===== config.mk =====
export PLATFORM = sky130hd
export DESIGN_NAME = sram_arbiter_flat
export DESIGN_NICKNAME = d
export VERILOG_FILES = /design/src/rtl/sram_arbiter_if.sv /design/src/rtl/sram_arbiter.sv /design/src/flat_wrapper.sv
export SDC_FILE = /design/constraint.sdc
export NUM_CORES = 1
export LEC_CHECK = 0
export BUFFER_PORTS_ARGS = -buffer_cell sky130_fd_sc_hd__buf_2
export CORE_AREA = 5 5 115 117
export CTS_CLUSTER_DIAMETER = 60
export DETAILED_ROUTE_END_ITERATION = 10
export DIE_AREA = 0 0 120 122
export PLACE_DENSITY = 0.5
export SETUP_SLACK_MARGIN = 0.3
export SLEW_MARGIN = 20
export SYNTH_ARGS = -nofsm -noshare
export SYNTH_HDL_FRONTEND = slang
export SYNTH_SLANG_ARGS = --single-unit
export TNS_END_PERCENT = 50

===== constraint.sdc =====
create_clock -name clk_i -period 2.29 [get_ports clk_i]
set_input_delay 0.229 -clock clk_i [delete_from_list [all_inputs] [get_ports clk_i]]
set_output_delay 0.229 -clock clk_i [all_outputs]
set_load 0.1 [all_outputs]

===== src/rtl/sram_arbiter_if.sv =====
// rtl/sram_arbiter_if.sv - request/response bundle for one SRAM arbiter requester
interface sram_arbiter_if;
  logic        req;
  logic        we;
  logic [31:0] addr;
  logic [31:0] wdata;
  logic        gnt;
  logic        rvalid;
  logic [31:0] rdata;
  logic        err;

  modport master (
    output req, we, addr, wdata,
    input  gnt, rvalid, rdata, err
  );

  modport slave (
    input  req, we, addr, wdata,
    output gnt, rvalid, rdata, err
  );
endinterface


===== src/rtl/sram_arbiter.sv =====
// rtl/sram_arbiter.sv - two-port arbiter in front of the single-port instruction/data SRAM
module sram_arbiter #(
  parameter int unsigned DEPTH     = 10,
  parameter bit          PRIO_MODE = 1'b0
) (
  input  logic         clk_i,
  input  logic         rst_ni,
  sram_arbiter_if.slave m0,
  sram_arbiter_if.slave m1,
  output logic         sram_req_o,
  output logic         sram_we_o,
  output logic [31:0]  sram_addr_o,
  output logic [31:0]  sram_wdata_o,
  input  logic [31:0]  sram_rdata_i
);

  typedef enum logic {
    PORT_M0 = 1'b0,
    PORT_M1 = 1'b1
  } port_e;

  // One past the last legal byte address; 33 bits so large DEPTH cannot wrap.
  localparam logic [32:0] ADDR_LIMIT = 33'(DEPTH) << 2;

  port_e       last_q;
  port_e       rsp_port_q;
  logic        rsp_valid_q;
  logic        rsp_we_q;
  logic        rsp_err_q;

  port_e       sel_port;
  logic        gnt_any;
  logic        sel_we;
  logic [31:0] sel_addr;
  logic [31:0] sel_wdata;
  logic        acc_err;
  logic        rd_data_ok;

  // Pick the winner: lone requester wins; on conflict m1 in fixed mode, else the port not served last.
  always_comb begin
    sel_port = PORT_M0;
    if (m0.req && m1.req) begin
      sel_port = (PRIO_MODE || (last_q == PORT_M0)) ? PORT_M1 : PORT_M0;
    end else if (m1.req) begin
      sel_port = PORT_M1;
    end
  end

  // Nothing is granted while reset is held, even with requests pending.
  assign gnt_any   = rst_ni && (m0.req || m1.req);
  assign m0.gnt    = gnt_any && (sel_port == PORT_M0);
  assign m1.gnt    = gnt_any && (sel_port == PORT_M1);

  assign sel_we    = (sel_port == PORT_M1) ? m1.we    : m0.we;
  assign sel_addr  = (sel_port == PORT_M1) ? m1.addr  : m0.addr;
  assign sel_wdata = (sel_port == PORT_M1) ? m1.wdata : m0.wdata;

  // Misaligned or beyond the array: granted and acknowledged, but the SRAM never sees it.
  assign acc_err   = (sel_addr[1:0] != 2'b00) || ({1'b0, sel_addr} >= ADDR_LIMIT);

  assign sram_req_o   = gnt_any && !acc_err;
  assign sram_we_o    = sram_req_o && sel_we;
  assign sram_addr_o  = {2'b00, sel_addr[31:2]};
  assign sram_wdata_o = sel_wdata;

  // Remember who was granted so the one-cycle-late SRAM data returns to the right port.
  always_ff @(posedge clk_i or negedge rst_ni) begin
    if (!rst_ni) begin
      rsp_valid_q <= 1'b0;
      rsp_port_q  <= PORT_M0;
      rsp_we_q    <= 1'b0;
      rsp_err_q   <= 1'b0;
      last_q      <= PORT_M1;
    end else begin
      rsp_valid_q <= gnt_any;
      if (gnt_any) begin
        rsp_port_q <= sel_port;
        rsp_we_q   <= sel_we;
        rsp_err_q  <= acc_err;
        last_q     <= sel_port;
      end
    end
  end

  // Read data is only forwarded for an error-free read; acks and errors return zero.
  assign rd_data_ok = rsp_valid_q && !rsp_we_q && !rsp_err_q;

  assign m0.rvalid = rsp_valid_q && (rsp_port_q == PORT_M0);
  assign m1.rvalid = rsp_valid_q && (rsp_port_q == PORT_M1);
  assign m0.err    = m0.rvalid && rsp_err_q;
  assign m1.err    = m1.rvalid && rsp_err_q;
  assign m0.rdata  = (rd_data_ok && (rsp_port_q == PORT_M0)) ? sram_rdata_i : 32'h0;
  assign m1.rdata  = (rd_data_ok && (rsp_port_q == PORT_M1)) ? sram_rdata_i : 32'h0;

endmodule


===== src/flat_wrapper.sv =====
// flat-port wrapper written by rule: the top's interface ports become plain ports
module sram_arbiter_flat 
#(
  parameter int unsigned DEPTH     = 10,
  parameter bit          PRIO_MODE = 1'b0
)
  (clk_i, rst_ni, sram_req_o, sram_we_o, sram_addr_o, sram_wdata_o, sram_rdata_i, m0_req, m0_we, m0_addr, m0_wdata, m0_gnt, m0_rvalid, m0_rdata, m0_err, m1_req, m1_we, m1_addr, m1_wdata, m1_gnt, m1_rvalid, m1_rdata, m1_err);
  sram_arbiter_if m0_i ();
  sram_arbiter_if m1_i ();
  input  logic clk_i;
  input  logic rst_ni;
  output logic sram_req_o;
  output logic sram_we_o;
  output logic [31:0] sram_addr_o;
  output logic [31:0] sram_wdata_o;
  input  logic [31:0] sram_rdata_i;
  input wire logic [$bits(m0_i.req)-1:0] m0_req;
  input wire logic [$bits(m0_i.we)-1:0] m0_we;
  input wire logic [$bits(m0_i.addr)-1:0] m0_addr;
  input wire logic [$bits(m0_i.wdata)-1:0] m0_wdata;
  output wire logic [$bits(m0_i.gnt)-1:0] m0_gnt;
  output wire logic [$bits(m0_i.rvalid)-1:0] m0_rvalid;
  output wire logic [$bits(m0_i.rdata)-1:0] m0_rdata;
  output wire logic [$bits(m0_i.err)-1:0] m0_err;
  input wire logic [$bits(m1_i.req)-1:0] m1_req;
  input wire logic [$bits(m1_i.we)-1:0] m1_we;
  input wire logic [$bits(m1_i.addr)-1:0] m1_addr;
  input wire logic [$bits(m1_i.wdata)-1:0] m1_wdata;
  output wire logic [$bits(m1_i.gnt)-1:0] m1_gnt;
  output wire logic [$bits(m1_i.rvalid)-1:0] m1_rvalid;
  output wire logic [$bits(m1_i.rdata)-1:0] m1_rdata;
  output wire logic [$bits(m1_i.err)-1:0] m1_err;
  assign m0_i.req = m0_req;
  assign m0_i.we = m0_we;
  assign m0_i.addr = m0_addr;
  assign m0_i.wdata = m0_wdata;
  assign m0_gnt = m0_i.gnt;
  assign m0_rvalid = m0_i.rvalid;
  assign m0_rdata = m0_i.rdata;
  assign m0_err = m0_i.err;
  assign m1_i.req = m1_req;
  assign m1_i.we = m1_we;
  assign m1_i.addr = m1_addr;
  assign m1_i.wdata = m1_wdata;
  assign m1_gnt = m1_i.gnt;
  assign m1_rvalid = m1_i.rvalid;
  assign m1_rdata = m1_i.rdata;
  assign m1_err = m1_i.err;
  sram_arbiter #(.DEPTH(DEPTH), .PRIO_MODE(PRIO_MODE)) u_core (.clk_i(clk_i), .rst_ni(rst_ni), .m0(m0_i), .m1(m1_i), .sram_req_o(sram_req_o), .sram_we_o(sram_we_o), .sram_addr_o(sram_addr_o), .sram_wdata_o(sram_wdata_o), .sram_rdata_i(sram_rdata_i));
endmodule

==> flow_summary.toml, run 1 <==
[synthesis]
synth-xor-area-share_pct = 0
proportion_of_synthesized_flip_flops_having_asynchronous_set_or_reset_pct = 100.0
synth_seq_area_share_pct = 7.628
synth_adder_area_share_pct = 0
netlist_area_sq_mm = 0.001657
synth_area_in_compound_gates_pct = 7.931
number_of_synthesized_flops_with_an_enable_pin = 0
synth.avg_cell_area_sq_um = 8.325
post_synth_and_or_nand_nor_area_fraction_pct = 36.40
yosysUniqueCellTypes = 34
syn-instance-count = 199
ys_warn_count = 0
mux_contribution_to_synthesized_area_pct = 42.75
ys_dominant_reg_cell = "dfrtp_1"
yosys_register_bits = 5
main_combinational_cell_family_by_area_after_synthesis = "multiplexers"

[global_routing]
grt_overflow_total = 0
grtUsageTotal_pct = 14.19
grt_pass1_vias = 2897
grt_pass1_wl_mm = 16.16
antenna_found_initial = 1
pin_count_of_the_biggest_net_entering_global_routing = 33

[layout]
drive_above_1_share_pct = 89.98
num-nets-final = 676
antenna_cells_inserted = 0
stdcell_count = 659
area_growth_pct = 221.8

[worst_setup_path]
timing.rr.start = "u_core.last_q$_DFFE_PN1P_"
r2r_setup_slack_ns = 0.64
worst_setup_path_end_kind = "output port"
critical_path.startpoint_type = "flip-flop"
regToRegEndpoint = "u_core.rsp_err_q$_DFFE_PN0P_"
required_ns = 2.06
timing.reg2reg.worst_path_depth = 6
timing.setup.critical_path_class = "reg -> out"
path_max_fanout = 3
startpoint = "u_core.last_q$_DFFE_PN1P_"
cp_data_arrival_time_ns = 1.96

[timing]
period_share_pct = 95.80
max-slew-margin-rel_pct = 64.11
fmax_mhz = 455.8
maxSlewViolCount = 0
whs_ns = 0.001802
grt_setup_unrepaired = "yes"
worst_max_slew_pin_slew_ns = 0.5420
finalWorstPathRequiredPeriod_ns = 2.194
report.final.hold_viol_count = 0
finalSetupViolCount = 0
worst_clock_skew_ns = 0.002597
tns_ns = 0

[drt]
detail-route-antenna-nets = 0
met2_length_mm = 6.356
drt-total-wl_mm = 11.79
detailroute.wirelength.met3_mm = 1.227
vias = 2793
detailedRoute.firstPassIterationCount = 4
drt_first_iter_violations = 46
post_drt_wl_per_cell_um = 17.89
drc = 0
highest-signal-layer = "met5"
met1Wirelength_mm = 3.965
average_via_count_per_standard_cell = 4.238

[pwr]
power-per-cell-area_mw_per_mm2 = 383.1
power_leakage_uw = 0.002514
vdd_ir_drop_max_v = 0.0003280

[worst_hold_path]
worstHoldPathType = "in -> async"

[clock_network]
clk_path_buf_depth = 2
clock_tree_from_tritoncts = "built"
cts-buffers-inserted = 3
clk-insertion-delay-late_ns = 0.23
cts_root_buf = "clkbuf_16"
clock-sinks = 5
worst_setup_hold_path_clk_slew_ns = 0.03
cts_htree_levels = 1

[floorplanning]
std_cell_rows = 41
core_region_area_sq_mm = 0.01226
initial_core_util_pct = 13.51
die_area_sq_mm = 0.01464
chip_height_um = 122
design.portCount = 302
chipWidth_um = 120

[place]
io_buffers = 299
dp_hpwl_mm = 10.47
placed_cells_incl_taps = 644
gp_routability_congestion = 0.8651

[run]
max-cap-violations = 0

[outcome]
status = "completed"
[state kept, by name, summed over array words and instances, names as in the netlist]
name,flops
u_core.last_q,1
u_core.rsp_err_q,1
u_core.rsp_port_q,1
u_core.rsp_valid_q,1
u_core.rsp_we_q,1
[stage by stage]
stage / setup WS [ns] / util (%) / instance area (sq um) / power (uW)
floorplan: -0.2155 / - / 1846 / 1151
detailed placement: 0.07039 / 37.63 / 4613 / 1515
CTS: 0.08614 / 39.91 / 4893 / 1887
global route: 0.02201 / 43.47 / 5330 / 2107
finish: 0.09619 / 43.47 / 5330 / 2042
global placement: 0.06398 / 37.63 / 4613 / 1507
[layout make-up]
| cell class | count | area [sq um] |
|---|---|---|
| fill | 1144 | 6930 |
| clock inverter | 1 | 5.005 |
| inverter | 3 | 11.26 |
| tap | 150 | 187.7 |
| timing repair buffer | 320 | 3296 |
| sequential | 5 | 126.4 |
| clock buffer | 3 | 75.07 |
| multi-input combinational | 177 | 1629 |
[layout by cell type (no fill, tap or decap), types with 2 or more instances in the layout]
master	instances
conb_1	2
o21ai_0	3
mux2_4	3
o21a_1	3
and2_2	33
buf_6	36
dfrtp_1	4
buf_12	88
buf_4	9
nor3_1	3
buf_8	6
o32a_1	2
nand2_1	6
clkbuf_16	6
buf_2	177
mux2_1	5
nor4_1	10
inv_1	2
mux2_2	54
nor2_1	2
and2_4	32
[what timing repair did]
item | in CTS | in global routing
setup endpoints to repair | 95 | 121
setup buffers | 1 | 6
pin swaps | 4 | 3
endpoints found under the hold margin | 4 | 4
cloned | 0 | 3
resized for setup | 61 | 112
[routing by layer]
metal	GRT usage (%)	vias to the layer above
met3	4.968	18
met1	14.43	1262
met2	28.06	190
met4	2.434	2
li1	-	1321
met5	0	-
[synth_stat cells, types with 2 or more instances]
library cell  instances  area, sq um
buf_4                 2        15.01
mux2_2               42        473.0
mux2_1               20        225.2
nor3_1                3        15.01
dfrtp_1               4        100.1
nor4_1               11        68.82
o32a_1                2        20.02
inv_1                 3        11.26
nor2_1                2        7.510
buf_2                 7        35.03
and2_1               66        412.9
o21ai_0               3        15.01
clkbuf_1              6        22.52
o21a_1                3        22.52
nand2_1               6        22.52
[worst max path at each step]
stage / slack, ns / end / depth (start not counted)
floorplan: -0.22 / sram_we_o / 4
global placement: 0.06 / sram_we_o / 7
detailed placement: 0.07 / sram_we_o / 7
CTS: 0.09 / sram_we_o / 5
global route: 0.02 / sram_we_o / 5
finish: 0.1 / sram_we_o / 5
[cell families (layout without fill, tap and decap cells)]
family	after synthesis	after routing
buffers and inverters	18	327
flip-flops	5	5
AO/OA/AOI/OAI	14	14
AND/OR/NAND/NOR	98	98
multiplexers	63	63
other	1	2
[report_power, final]
part           internal, uW  switching, uW  leakage (uW)
Clock                   229           62.9     0.0000409
Combinational           534           1110       0.00242
Sequential             99.0           10.7     0.0000560
Total                   862           1180       0.00251
[critical path, cell delays in order, from the launching register on]
cell	delay, ns
dfstp_2	0.55
inv_2	0.05
a211o_1	0.29
or2_4	0.27
a2111oi_4	0.36
buf_12	0.22
Note: power is estimated with default switching activity, not from simulation.
==> run 2, diff against run 1 <==
Settings changed: RECOVER_POWER from default to 100.
==> run 2 against run 1 <==
  * Die area unchanged
  * Final cell count unchanged
  * Sequential share of layout area up 0.29 points
  * Critical endpoint is now sram_wdata_o[26]
  * Wire length up 0.90%
  * Register-to-register slack about the same
  * Via count up 0.39%
  * Total power down 5.6%
  * Setup slack worse by 0.011 ns
  * Sequential power about the same
==> flow_summary.toml, run 2 (same netlist as run 1, synthesis figures left out) <==
[clock_network]
clock-sinks = 5
worst_setup_hold_path_clk_slew_ns = 0.03
clock_tree_from_tritoncts = "built"
clk-insertion-delay-late_ns = 0.23
cts_htree_levels = 1
cts_root_buf = "clkbuf_16"
clk_path_buf_depth = 2
cts-buffers-inserted = 3

[global_routing]
antenna_found_initial = 1
grt_pass1_vias = 2897
grtUsageTotal_pct = 14.19
grt_pass1_wl_mm = 16.16
grt_overflow_total = 0
pin_count_of_the_biggest_net_entering_global_routing = 33

[timing]
fmax_mhz = 453.6
report.final.hold_viol_count = 0
grt_setup_unrepaired = "yes"
whs_ns = 0.1007
maxSlewViolCount = 0
worst_max_slew_pin_slew_ns = 1.221
finalSetupViolCount = 0
worst_clock_skew_ns = 0.002609
period_share_pct = 96.27
finalWorstSetupSlack_ns = 0.08548
max-slew-margin-rel_pct = 18.98
finalWorstPathRequiredPeriod_ns = 2.205

[worst_setup_path]
crit_path_cell_trace = "a21boi_4, clkbuf_4, buf_6, buf_4, clkbuf_16, mux2_1, buf_6"
critical_path.startpoint_type = "flip-flop"
timing.setup.critical_path_class = "reg -> out"
crit_path_top_delay_cell = "dfstp_2"
max_stage_delay_ns = 0.55
critical-path-top-cell-by-count = "buf_6"
path_max_fanout = 8
worst_setup_path_end_kind = "output port"
required_ns = 2.06
cp_data_arrival_time_ns = 1.98

[drt]
detailedRoute.firstPassIterationCount = 4
average_via_count_per_standard_cell = 4.255
vias = 2804
drt-total-wl_mm = 11.90
drt_first_iter_violations = 51
drc = 0
post_drt_wl_per_cell_um = 18.05
detail-route-antenna-nets = 0

[pwr]
power_leakage_uw = 0.002281
vdd_ir_drop_max_v = 0.0003202
power-per-cell-area_mw_per_mm2 = 405.2

[floorplanning]
die_area_sq_mm = 0.01464
design.portCount = 302
chip_height_um = 122
std_cell_rows = 41
initial_core_util_pct = 13.51
core_region_area_sq_mm = 0.01226
chipWidth_um = 120

[place]
dp_hpwl_mm = 10.47
placement.setup.worst_slack_ns = 0.07039
gp_routability_congestion = 0.8651
io_buffers = 299
placed_cells_incl_taps = 644

[layout]
multi_input_comb_area_sq_mm = 0.001556
num-nets-final = 676
stdcell_count = 659
antenna_cells_inserted = 0
area.sequential_sq_um = 126.4
drive_above_1_share_pct = 81.93
layout.cells.most_common_list = "buf_2 (163), buf_12 (48), mux2_2 (47), buf_6 (47), and2_2 (33)"
layout.filler_cells = 1256
area_growth_pct = 187.2
most_common_library_cell_in_the_layout_ignoring_fill_and_taps = "buf_2"

[worst_hold_path]
worstHoldPathType = "in -> async"

[outcome]
status = "completed"

[run]
max-cap-violations = 0
run 2: cell types whose count changed in the layout (fill, tap and decap cells not counted), moves of 9 or more:
cell / before / now
clkbuf_2: 0 / 11
buf_4: 9 / 18
buf_6: 36 / 47
buf_2: 177 / 163
and2_4: 32 / 3
and2_0: 0 / 29
clkbuf_4: 0 / 22
buf_12: 88 / 48
run 2: final timing paths:
| check | startpoint | slack (ns) | depth (start not counted) | to |
|---|---|---|---|---|
| hold / removal | rst_ni | 0.10 | 1 | u_core.last_q$_DFFE_PN1P_ |
| max in group asynchronous | rst_ni | 1.54 | 2 | u_core.rsp_valid_q$_DFF_PN0_ |
| min in group clk_i | m0_we | 0.43 | 3 | u_core.rsp_we_q$_DFFE_PN0P_ |
| setup reg to reg | u_core.last_q$_DFFE_PN1P_ | 0.64 | 6 | u_core.rsp_err_q$_DFFE_PN0P_ |
| hold reg to reg | u_core.last_q$_DFFE_PN1P_ | 0.55 | 2 | u_core.last_q$_DFFE_PN1P_ |
| setup / recovery | u_core.last_q$_DFFE_PN1P_ | 0.09 | 7 | sram_wdata_o[26] |
run 2: cell type report:
type                       instances  area share (%)
multi-input combinational        177           32.72
tap                              150           3.945
clock buffer                       3           1.578
clock inverter                     1          0.1052
timing repair buffer             320           58.76
inverter                           3          0.2367
sequential                         5           2.656
run 2: critical path, delay by kind of cell, from the launching register on:
| kind | cells | cell delay (ns) |
|---|---|---|
| multiplexers | 1 | 0.34 |
| AO/OA/AOI/OAI | 1 | 0.09 |
| flip-flops | 1 | 0.55 |
| buffers and inverters | 5 | 0.77 |
run 2: repair_timing:
action,in CTS,in global routing
hold endpoints to repair,4,4
cloned,0,3
gates resized for setup,61,112
endpoints found under the setup margin,95,121
buffers inserted,1,6
pin swaps,4,3
run 2: per-layer routing:
metal | vias up | part of all wire, % | global-route usage [%]
li1 | 1326 | - | -
met2 | 190 | 53 | 28.06
met4 | 2 | 2.0 | 2.434
met1 | 1268 | 34 | 14.43
met3 | 18 | 10 | 4.968
met5 | - | 0.11 | 0
run 2: power by group:
group	switching [uW]	total [uW]	internal, uW	leakage (uW)
logic	1090	1530	440	0.00218
clock network	62.9	291	229	0.0000409
registers	10.7	110	99.0	0.0000560
total	1160	1930	767	0.00228
run 2: metrics by stage:
step                instance area [sq um]  power, uW  util, %  TNS [ns]
floorplan                            1846       1151        -    -6.287
global placement                     4613       1507    37.63         0
detailed placement                   4613       1515    37.63         0
CTS                                  4893       1887    39.91         0
global route                         4757       1992    38.80         0
finish                               4757       1927    38.80         0
==> run 3, diff against run 2 <==
Clock period 2.29 ns to 2.49 ns, I/O delays scaled along.
==> run 3 against run 2 <==
  * Sequential share of layout area is 0.68 points higher
  * Critical path type unchanged
  * Clock power down 9.6%
  * First-iteration DRC count down 29%
  * Global-route usage down 0.62 points
  * Final cell count down 1.4%
  * Setup slack improved by 0.13 ns
  * Via count shrank 1.7%
  * Total power fell by 16%
  * Clock-buffer cell count rose by 1
==> flow_summary.toml, run 3 (same netlist as run 1, synthesis figures left out) <==
[layout]
layout.cells.most_common_list = "buf_2 (164), clkbuf_2 (93), mux2_2 (42), and2_2 (31), and2_4 (30)"
layout.filler_cells = 1361
finish.utilization_pct = 30.85
num-nets-final = 667
antenna_cells_inserted = 0
area_growth_pct = 128.3
drive_above_1_share_pct = 83.60
most_common_library_cell_in_the_layout_ignoring_fill_and_taps = "buf_2"

[drt]
drc = 0
average_via_count_per_standard_cell = 4.238
drt_first_iter_violations = 36
post_drt_wl_per_cell_um = 16.81
vias = 2755
detail-route-antenna-nets = 0
detailedRoute.firstPassIterationCount = 5
drt-total-wl_mm = 10.93

[worst_setup_path]
cp_data_arrival_time_ns = 2.03
max_stage_delay_ns = 0.38
crit_path_top_delay_cell = "dfstp_2"
crit_path_cell_trace = "a21boi_4, buf_4, bufbuf_16, mux2_1, clkbuf_2"
required_ns = 2.24
worst_setup_path_end_kind = "output port"
critical_path.startpoint_type = "flip-flop"
path_max_fanout = 14
timing.setup.critical_path_class = "reg -> out"

[timing]
max-slew-margin-rel_pct = 18.09
worst_clock_skew_ns = 0.002796
finalWorstSetupSlack_ns = 0.2131
finalSetupViolCount = 0
period_share_pct = 91.44
worst_max_slew_pin_slew_ns = 1.234
report.final.hold_viol_count = 0
fmax_mhz = 439.2
grt_setup_unrepaired = "yes"
finalWorstPathRequiredPeriod_ns = 2.277
whs_ns = 0.08466
maxSlewViolCount = 0

[clock_network]
clk_path_buf_depth = 2
clock-sinks = 5
clock_tree_from_tritoncts = "built"
cts_root_buf = "clkbuf_16"
clk-insertion-delay-late_ns = 0.23
cts_htree_levels = 1
cts-buffers-inserted = 3
worst_setup_hold_path_clk_slew_ns = 0.03

[place]
io_buffers = 299
dp_hpwl_mm = 9.943
gp_routability_congestion = 0.8815
placement.setup.worst_slack_ns = 0.3460

[floorplanning]
std_cell_rows = 41
core_region_area_sq_mm = 0.01226
chip_height_um = 122
die_area_sq_mm = 0.01464
chipWidth_um = 120
initial_core_util_pct = 13.51
design.portCount = 302

[worst_hold_path]
worstHoldPathType = "in -> async"

[pwr]
pwr-share-comb_pct = 77.5
cellInternalPower_uw = 584.2
power_leakage_uw = 0.002022
p_sw_share_pct = 63.90
p_sw_uw = 1034
p_seq_share_pct = 6.3
clkPwrFrac_pct = 16.3
power-per-cell-area_mw_per_mm2 = 427.8
vdd_ir_drop_max_v = 0.0004281

[global_routing]
grt_pass1_wl_mm = 15.72
antenna_found_initial = 1
grtUsageTotal_pct = 13.57
grt_overflow_total = 0
grt_pass1_vias = 2966
pin_count_of_the_biggest_net_entering_global_routing = 33

[run]
max-cap-violations = 0

[outcome]
status = "completed"
-- run 3: area by class of cell --
class / count / area [sq um] / share of cell area (%)
repair buffers: 311 / 1777 / 46.97
well taps: 150 / 187.7 / 4.962
inverters: 3 / 11.26 / 0.2977
multi-input cells: 177 / 1602 / 42.34
flip-flops and latches: 5 / 126.4 / 3.341
clock buffers: 4 / 78.83 / 2.084
-- run 3: per-stage QoR --
step,TNS [ns],area (sq um),std cells,total power (uW)
2_1_floorplan,-0.6984,1809,200,1057
3_3_place_gp,0,3991,640,1335
3_5_place_dp,0,3991,640,1344
4_1_cts,0,4175,649,1646
5_1_grt,0,3782,650,1675
6_report,0,3782,650,1618
-- run 3: what timing repair did --
item,in CTS,in global routing
endpoints found under the hold margin,4,0
pin swaps,4,1
gates resized for setup,14,27
hold buffers,1,0
setup buffers,3,1
endpoints found under the setup margin,30,59
cloned,1,0
-- run 3: worst paths after layout --
check                                     startpoint                             to  slack [ns]  cells after the start
max                        u_core.last_q$_DFFE_PN1P_               sram_wdata_o[22]        0.21                      5
min                                           rst_ni      u_core.last_q$_DFFE_PN1P_        0.08                      1
max reg2reg                u_core.last_q$_DFFE_PN1P_   u_core.rsp_err_q$_DFFE_PN0P_        0.79                      5
min reg2reg                u_core.last_q$_DFFE_PN1P_      u_core.last_q$_DFFE_PN1P_        0.53                      2
max in group asynchronous                     rst_ni  u_core.rsp_port_q$_DFFE_PN0P_        1.76                      2
min in group clk_i                             m1_we    u_core.rsp_we_q$_DFFE_PN0P_        0.45                      3
-- run 3: power groups by stage --
stage / registers [uW] / logic (uW) / clock network, uW
floorplan: 99.5 / 957 / 0
global placement: 101 / 1230 / 0
detailed placement: 102 / 1240 / 0
CTS: 101 / 1280 / 270
global route: 103 / 1300 / 277
finish: 101 / 1250 / 263
-- run 3: layer usage --
layer / part of all wire [%] / wire (um) / track usage (%)
met1: 36 / 3984 / 14.08
met3: 9.7 / 1057 / 4.782
met4: 1.0 / 112 / 1.861
met5: 0.12 / 13 / 0
met2: 53 / 5757 / 26.69
-- run 3: worst max-delay path: cells and delay by family, from the launching register on --
| kind | cells | cell delay, ns |
|---|---|---|
| AO/OA/AOI/OAI | 1 | 0.27 |
| buffers and inverters | 3 | 0.82 |
| flip-flops | 1 | 0.38 |
| multiplexers | 1 | 0.33 |
